### src/rtl/clk_lock_monitor.sv
// ---------------------------------------------------------------------------
// clk_lock_monitor
//   Measures the period of the divider output (clk_mon, sampled as data) in
//   inclk0 cycles and reports lock after LOCK_COUNT consecutive good periods.
//   A wrong period or a missing edge drops lock and pulses lost for one cycle.
//   The locked output gates processor reset release.
//
// Ports
//   inclk0       in   reference clock, all logic on posedge
//   rst_n        in   asynchronous active-low reset
//   enable       in   monitor enable, low forces IDLE
//   clk_mon      in   monitored clock (divider c0)
//   locked       out  high while in LOCKED
//   lost         out  one-cycle pulse on LOCKED -> LOST
//   last_period  out  last measured period in inclk0 cycles (saturating)
//   err_count    out  number of lock losses (saturating at 255)
//
// Build option
//   CLK_MON_ERRCNT_EN : when defined, err_count counts LOST entries;
//                       otherwise err_count is tied to zero.
//
// state   | meaning
// --------+----------------------------------------------------------
// IDLE    | monitor disabled; counters and qualification cleared
// ACQUIRE | counting consecutive good periods toward lock
// LOCKED  | locked=1; any bad period or timeout leaves
// LOST    | one cycle; lost=1, then back to ACQUIRE (or IDLE)
// ---------------------------------------------------------------------------
module clk_lock_monitor #(
  parameter int DIV_RATIO  = 2,
  parameter int LOCK_COUNT = 8,
  parameter int TOL        = 0,
  parameter int CNT_W      = 8
) (
  input  logic             inclk0,
  input  logic             rst_n,
  input  logic             enable,
  input  logic             clk_mon,
  output logic             locked,
  output logic             lost,
  output logic [CNT_W-1:0] last_period,
  output logic [7:0]       err_count
);

  localparam int GOOD_W  = (LOCK_COUNT < 2) ? 1 : $clog2(LOCK_COUNT + 1);
  localparam int P_MIN_I = (DIV_RATIO > TOL) ? (DIV_RATIO - TOL) : 0;
  localparam logic [CNT_W-1:0] P_MIN   = CNT_W'(P_MIN_I);
  localparam logic [CNT_W-1:0] P_MAX   = CNT_W'(DIV_RATIO + TOL);
  localparam logic [CNT_W-1:0] CNT_MAX = {CNT_W{1'b1}};
  localparam logic [GOOD_W-1:0] GOOD_LAST = GOOD_W'(LOCK_COUNT - 1);
  localparam logic [GOOD_W-1:0] GOOD_FULL = GOOD_W'(LOCK_COUNT);

  typedef enum logic [1:0] {IDLE, ACQUIRE, LOCKED, LOST} state_t;

  state_t             state;
  logic               s1, s2, s3;
  logic [CNT_W-1:0]   cnt;
  logic [CNT_W-1:0]   period;
  logic [GOOD_W-1:0]  good;
  logic               first;
  logic               seen;
  logic               edge_det;
  logic               period_ok;
  logic               timeout;
  logic               bad_evt;

  assign edge_det  = s2 & ~s3;
  assign period    = (cnt == CNT_MAX) ? CNT_MAX : cnt + 1'b1;
  assign period_ok = (period >= P_MIN) && (period <= P_MAX);
  // An edge arriving on the threshold cycle wins over the timeout.
  assign timeout   = ~edge_det && (cnt >= P_MAX);
  assign bad_evt   = (edge_det && !period_ok) || timeout;

  // Two-flop synchronizer plus one delay stage for rising-edge detection.
  always_ff @(posedge inclk0 or negedge rst_n) begin
    if (!rst_n) begin
      s1 <= 1'b0;
      s2 <= 1'b0;
      s3 <= 1'b0;
    end else begin
      s1 <= clk_mon;
      s2 <= s1;
      s3 <= s2;
    end
  end

  // Period counter and last_period capture. seen marks that an edge has
  // been observed since leaving IDLE, so cnt then spans a real period even
  // if a timeout has reset lock qualification in between.
  always_ff @(posedge inclk0 or negedge rst_n) begin
    if (!rst_n) begin
      cnt         <= '0;
      last_period <= '0;
      seen        <= 1'b0;
    end else if (!enable || state == IDLE) begin
      cnt  <= '0;
      seen <= 1'b0;
    end else if (edge_det) begin
      cnt  <= '0;
      seen <= 1'b1;
      if (seen) last_period <= period;
    end else if (cnt != CNT_MAX) begin
      cnt <= cnt + 1'b1;
    end
  end

  always_ff @(posedge inclk0 or negedge rst_n) begin
    if (!rst_n) begin
      state  <= IDLE;
      locked <= 1'b0;
      lost   <= 1'b0;
      good   <= '0;
      first  <= 1'b1;
    end else if (!enable) begin
      state  <= IDLE;
      locked <= 1'b0;
      lost   <= 1'b0;
      good   <= '0;
      first  <= 1'b1;
    end else begin
      case (state)
        IDLE: begin
          state  <= ACQUIRE;
          locked <= 1'b0;
          lost   <= 1'b0;
          good   <= '0;
          first  <= 1'b1;
        end
        ACQUIRE: begin
          lost <= 1'b0;
          if (edge_det && first) begin
            first <= 1'b0;
          end else if (edge_det && period_ok) begin
            if (good == GOOD_LAST) begin
              good   <= GOOD_FULL;
              state  <= LOCKED;
              locked <= 1'b1;
            end else begin
              good <= good + 1'b1;
            end
          end else if (bad_evt) begin
            good  <= '0;
            first <= 1'b1;
          end
        end
        LOCKED: begin
          if (bad_evt) begin
            state  <= LOST;
            locked <= 1'b0;
            lost   <= 1'b1;
            good   <= '0;
            first  <= 1'b1;
          end
        end
        LOST: begin
          state  <= ACQUIRE;
          locked <= 1'b0;
          lost   <= 1'b0;
          good   <= '0;
          first  <= 1'b1;
        end
        default: begin
          state  <= IDLE;
          locked <= 1'b0;
          lost   <= 1'b0;
          good   <= '0;
          first  <= 1'b1;
        end
      endcase
    end
  end

`ifdef CLK_MON_ERRCNT_EN
  logic lose_lock;

  // Same condition that moves LOCKED -> LOST; enable=0 suppresses it.
  assign lose_lock = enable && (state == LOCKED) && bad_evt;

  always_ff @(posedge inclk0 or negedge rst_n) begin
    if (!rst_n) begin
      err_count <= 8'd0;
    end else if (lose_lock && err_count != 8'hFF) begin
      err_count <= err_count + 8'd1;
    end
  end
`else
  assign err_count = 8'd0;
`endif

endmodule
### config.mk
export PLATFORM = sky130hd
export DESIGN_NAME = clk_lock_monitor
export DESIGN_NICKNAME = d
export VERILOG_FILES = /design/src/rtl/clk_lock_monitor.sv
export SDC_FILE = /design/constraint.sdc
export NUM_CORES = 1
export LEC_CHECK = 0
export ABC_AREA = 1
export BUFFER_PORTS_ARGS = -buffer_cell sky130_fd_sc_hd__buf_4
export CAP_MARGIN = 30
export CORE_MARGIN = 2
export CORE_UTILIZATION = 61
export DETAILED_ROUTE_END_ITERATION = 10
export PLACE_DENSITY = 0.86
export SYNTH_ARGS = -nofsm -noshare
export SYNTH_HDL_FRONTEND = slang
export SYNTH_SLANG_ARGS = --single-unit
### constraint.sdc
create_clock -name inclk0 -period 3.55 [get_ports inclk0]
set_input_delay 0.5325 -clock inclk0 [delete_from_list [all_inputs] [get_ports inclk0]]
set_output_delay 0.5325 -clock inclk0 [all_outputs]
set_load 0.02 [all_outputs]
==> impl_summary.txt <==
----------------------------------------------------
[Run status]
  Result of the run ... finished clean

[Logic synthesis]
  Sequential-to-total area share from yosys stat ... 42.6%
  Post-synthesis instance area ... 1710 um2
  Syn Area/Cell ... 7.69 um2
  Count of yosys warnings during synthesis ... 0
  Main synth FF type ... dfrtp_1
  Number of synthesized flops with an enable pin ... 0
  Syn Inst Count ... 222
  Number of different library cells in the post-synthesis netlist ... 28
  Ys async rst share ... 100%
  FF+latch count, synth ... 29

[Floorplanning]
  I/O pin count ... 22
  Die W ... 56.9 um
  Core ar. ... 2710 um2
  Std-Cell Rows ... 19
  Floorplan die area ... 3240 um2
  Initial Utilization ... 63.0%
  Die extent in y ... 56.9 um

[Power]
  Net switching power figure ... 0.399 mW
  Sequential power share ... 40.5%
  Combinational fraction of design power ... 33.5%
  Worst vdd rail ir drop ... 568 uV
  Overall power consumption ... 1.10 mW
  Internal power contribution ... 0.702 mW
  Clock network power share ... 26.0%
  Static Leakage ... 1.03 nW
  Power per cell area ... 581 nW/um2
  Share of total power consumed by net switching ... 36.2%

[Clock network]
  Clock latency of the later-clocked register in the worst-skew pair ... 0.34 ns
  Clock slew at reported path FFs ... 0.10 ns
  Deepest clock path buffer count ... 2
  Setup Fix Bufs, Post-CTS ... 0
  Clock sink total ... 29
  Root Buffer ... clkbuf_4
  Hold Buf Count CTS ... 0
  Number of buffers created by CTS ... 5
  Quantity of gates resized following cts ... 0
  TritonCTS clock tree ... built
  Number of levels the H-tree was split into ... 2

[Place]
  Number of placed cells counting well taps ... 264
  # port buffers ... 13
  Dpl ws ... 1.51 ns
  Area after detailed placement ... 1810 um2
  GPL Wtd Cong ... 0.971
  Post-detailed-placement half-perimeter wirelength ... 2.41 mm

[Hold path]
  Class of the worst hold path ... input port to async pin

[Routing]
  Pre-Repair DR Iteration Count ... 4
  Wire per inst ... 12.2 um
  Violation count after the first detailed-routing iteration ... 36
  Number of vias per cell ... 5.20
  Final WL ... 3.32 mm
  DRT antenna net count ... 0
  Remaining routing DRC violations ... 0
  Via count ... 1414

[Setup path]
  Cell depth of the worst flop-to-flop path ... 14
  Library cell contributing the largest single delay on the critical path ... dfrtp_1
  Cell-by-cell listing of the critical path ... inv_1, ha_1, nor2_1, nand2_1, nor2_1, nand3_1, nor2_2, nand3_4, nand2_4, nand2_2, nor2_4, nand2_2, nand2_1, nand2_1
  Required time at the worst-slack endpoint ... 3.79 ns
  Crit-path max cell delay ... 0.43 ns
  Endpoint arrival time on the critical path ... 2.32 ns
  Crit end category ... register
  Category of the worst setup path launch point ... register
  Worst R2R Setup Slack ... 1.47 ns
  Classification of the worst setup path ... register to register
  Source of the worst register-to-register timing path ... cnt[0]$_DFFE_PN0P_
  Endpoint of the worst register-to-register path ... locked$_DFFE_PN0P_
  Largest fanout on the critical path ... 5
  Library cell appearing most often on the critical path ... nand2_1

[Timing]
  Final Worst Setup Slack ... 1.47 ns
  Min Clock Period, post-route ... 2.08 ns
  Max Clk Rate ... 481 MHz
  Worst clock skew ... 0.0136 ns
  Final Hold Vio Count ... 0
  Final setup vio count ... 0
  Count of pins over their slew limit ... 0
  Setup repair after global routing missed its margin ... no
  Hold slack final ... 0.0912 ns
  Final period util ... 58.5%
  Setup_tns ... 0 ns

[Global routing]
  GR Overflow Total ... 0
  Largest net degree at the start of global routing ... 30
  First-pass GRT wire length ... 6.02 mm
  Total track usage ... 24.1%
  Via count of the first global-routing pass ... 1372
  Initial antenna violation count ... 0

[Finish]
  Ant. Diodes ... 0
  Storage cell area ... 727 um2
  Post-route standard cell area excluding fillers ... 1900 um2
  Area growth, synth to finish ... 11.0%
  Area of the multi-input gates ... 793 um2
  Leading cell types in the layout, fill and taps excluded ... 59 x nand2_1, 39 x inv_1, 28 x dfrtp_1
  Total number of nets in the final design ... 252
  Filler Cells Inserted ... 207
  Most common cell after layout, fill and taps aside ... nand2_1
  Final cell count without fillers ... 272
  Layout cell share with drive strength beyond 1 ... 14.1%
  Post-route core utilization ... 69.9%

[Run]
  Max capacitance violation total ... 0

----------------------------------------------------
-- routing by layer --
| metal | wire length, um | up-vias | part of all wire (%) | GRT usage [%] |
|---|---|---|---|---|
| li1 | - | 717 | - | - |
| met2 | 1600 | 40 | 48 | 37.1 |
| met1 | 1470 | 650 | 44 | 32.2 |
| met5 | 0 | - | 0 | 0 |
| met3 | 187 | 7 | 5.6 | 6.91 |
| met4 | 56 | 0 | 1.7 | 9.97 |
-- logic make-up (layout without fill, tap and decap cells) --
group	count (synthesis)	in the layout	synth area share, %
simple gates	111	111	30.7
buf+inv	49	61	12.5
flops	29	29	42.6
compound gates	24	24	8.13
fa+ha+maj	8	8	5.86
other cells	1	8	0.220
-- synth_stat cells (all sizes together), types with 2 or more instances --
library cell  count  area [um2]
inv              40         150
nand3b            2        15.0
nand4             5        31.3
dfrtp            28         701
nor4              2        12.5
nand3            15         105
buf               8        60.1
o21ai            17        85.1
nand2            64         263
a21oi             4        31.3
nor2             22        92.6
ha                8         100
-- flip-flops by register name (all words and copies together) (netlist names) --
register / count
locked: 1
state: 2
first: 1
s2: 1
s3: 1
cnt: 8
seen: 1
last_period: 8
good: 4
lost: 1
s1: 1
-- critical path: cells and delay by family (launching register included) --
| kind | cells | cell delay (ns) |
|---|---|---|
| adders and majority gates | 1 | 0.31 |
| buffers and inverters | 1 | 0.10 |
| DFF | 1 | 0.43 |
| and+or+nand+nor | 12 | 1.14 |
-- power by group through the flow --
| stage | combinational (mW) | clock (mW) | sequential, mW |
|---|---|---|---|
| floorplan | 0.206 | 0 | 0.493 |
| global placement | 0.356 | 0 | 0.449 |
| detailed placement | 0.362 | 0 | 0.451 |
| CTS | 0.369 | 0.292 | 0.446 |
| global route | 0.418 | 0.306 | 0.456 |
| finish | 0.368 | 0.286 | 0.446 |
-- worst max-delay path by stage --
stage                       start                    to  cells past startpoint
2_1_floorplan  cnt[0]$_DFFE_PN0P_    locked$_DFFE_PN0P_                     14
5_1_grt        cnt[0]$_DFFE_PN0P_    locked$_DFFE_PN0P_                     14
3_5_place_dp   cnt[0]$_DFFE_PN0P_    locked$_DFFE_PN0P_                     14
6_report       cnt[0]$_DFFE_PN0P_    locked$_DFFE_PN0P_                     14
3_3_place_gp   cnt[0]$_DFFE_PN0P_  state[1]$_DFFE_PN0P_                     14
4_1_cts        cnt[0]$_DFFE_PN0P_    locked$_DFFE_PN0P_                     14
-- final cells by class --
type | instances | share of cell area (%)
multi-input combinational | 151 | 41.8
clock buffer | 6 | 2.71
inverter | 40 | 7.92
sequential | 29 | 38.3
clock inverter | 2 | 1.98
tap | 31 | 2.05
timing repair buffer | 13 | 5.15
Note: power is estimated with default switching activity, not from simulation.
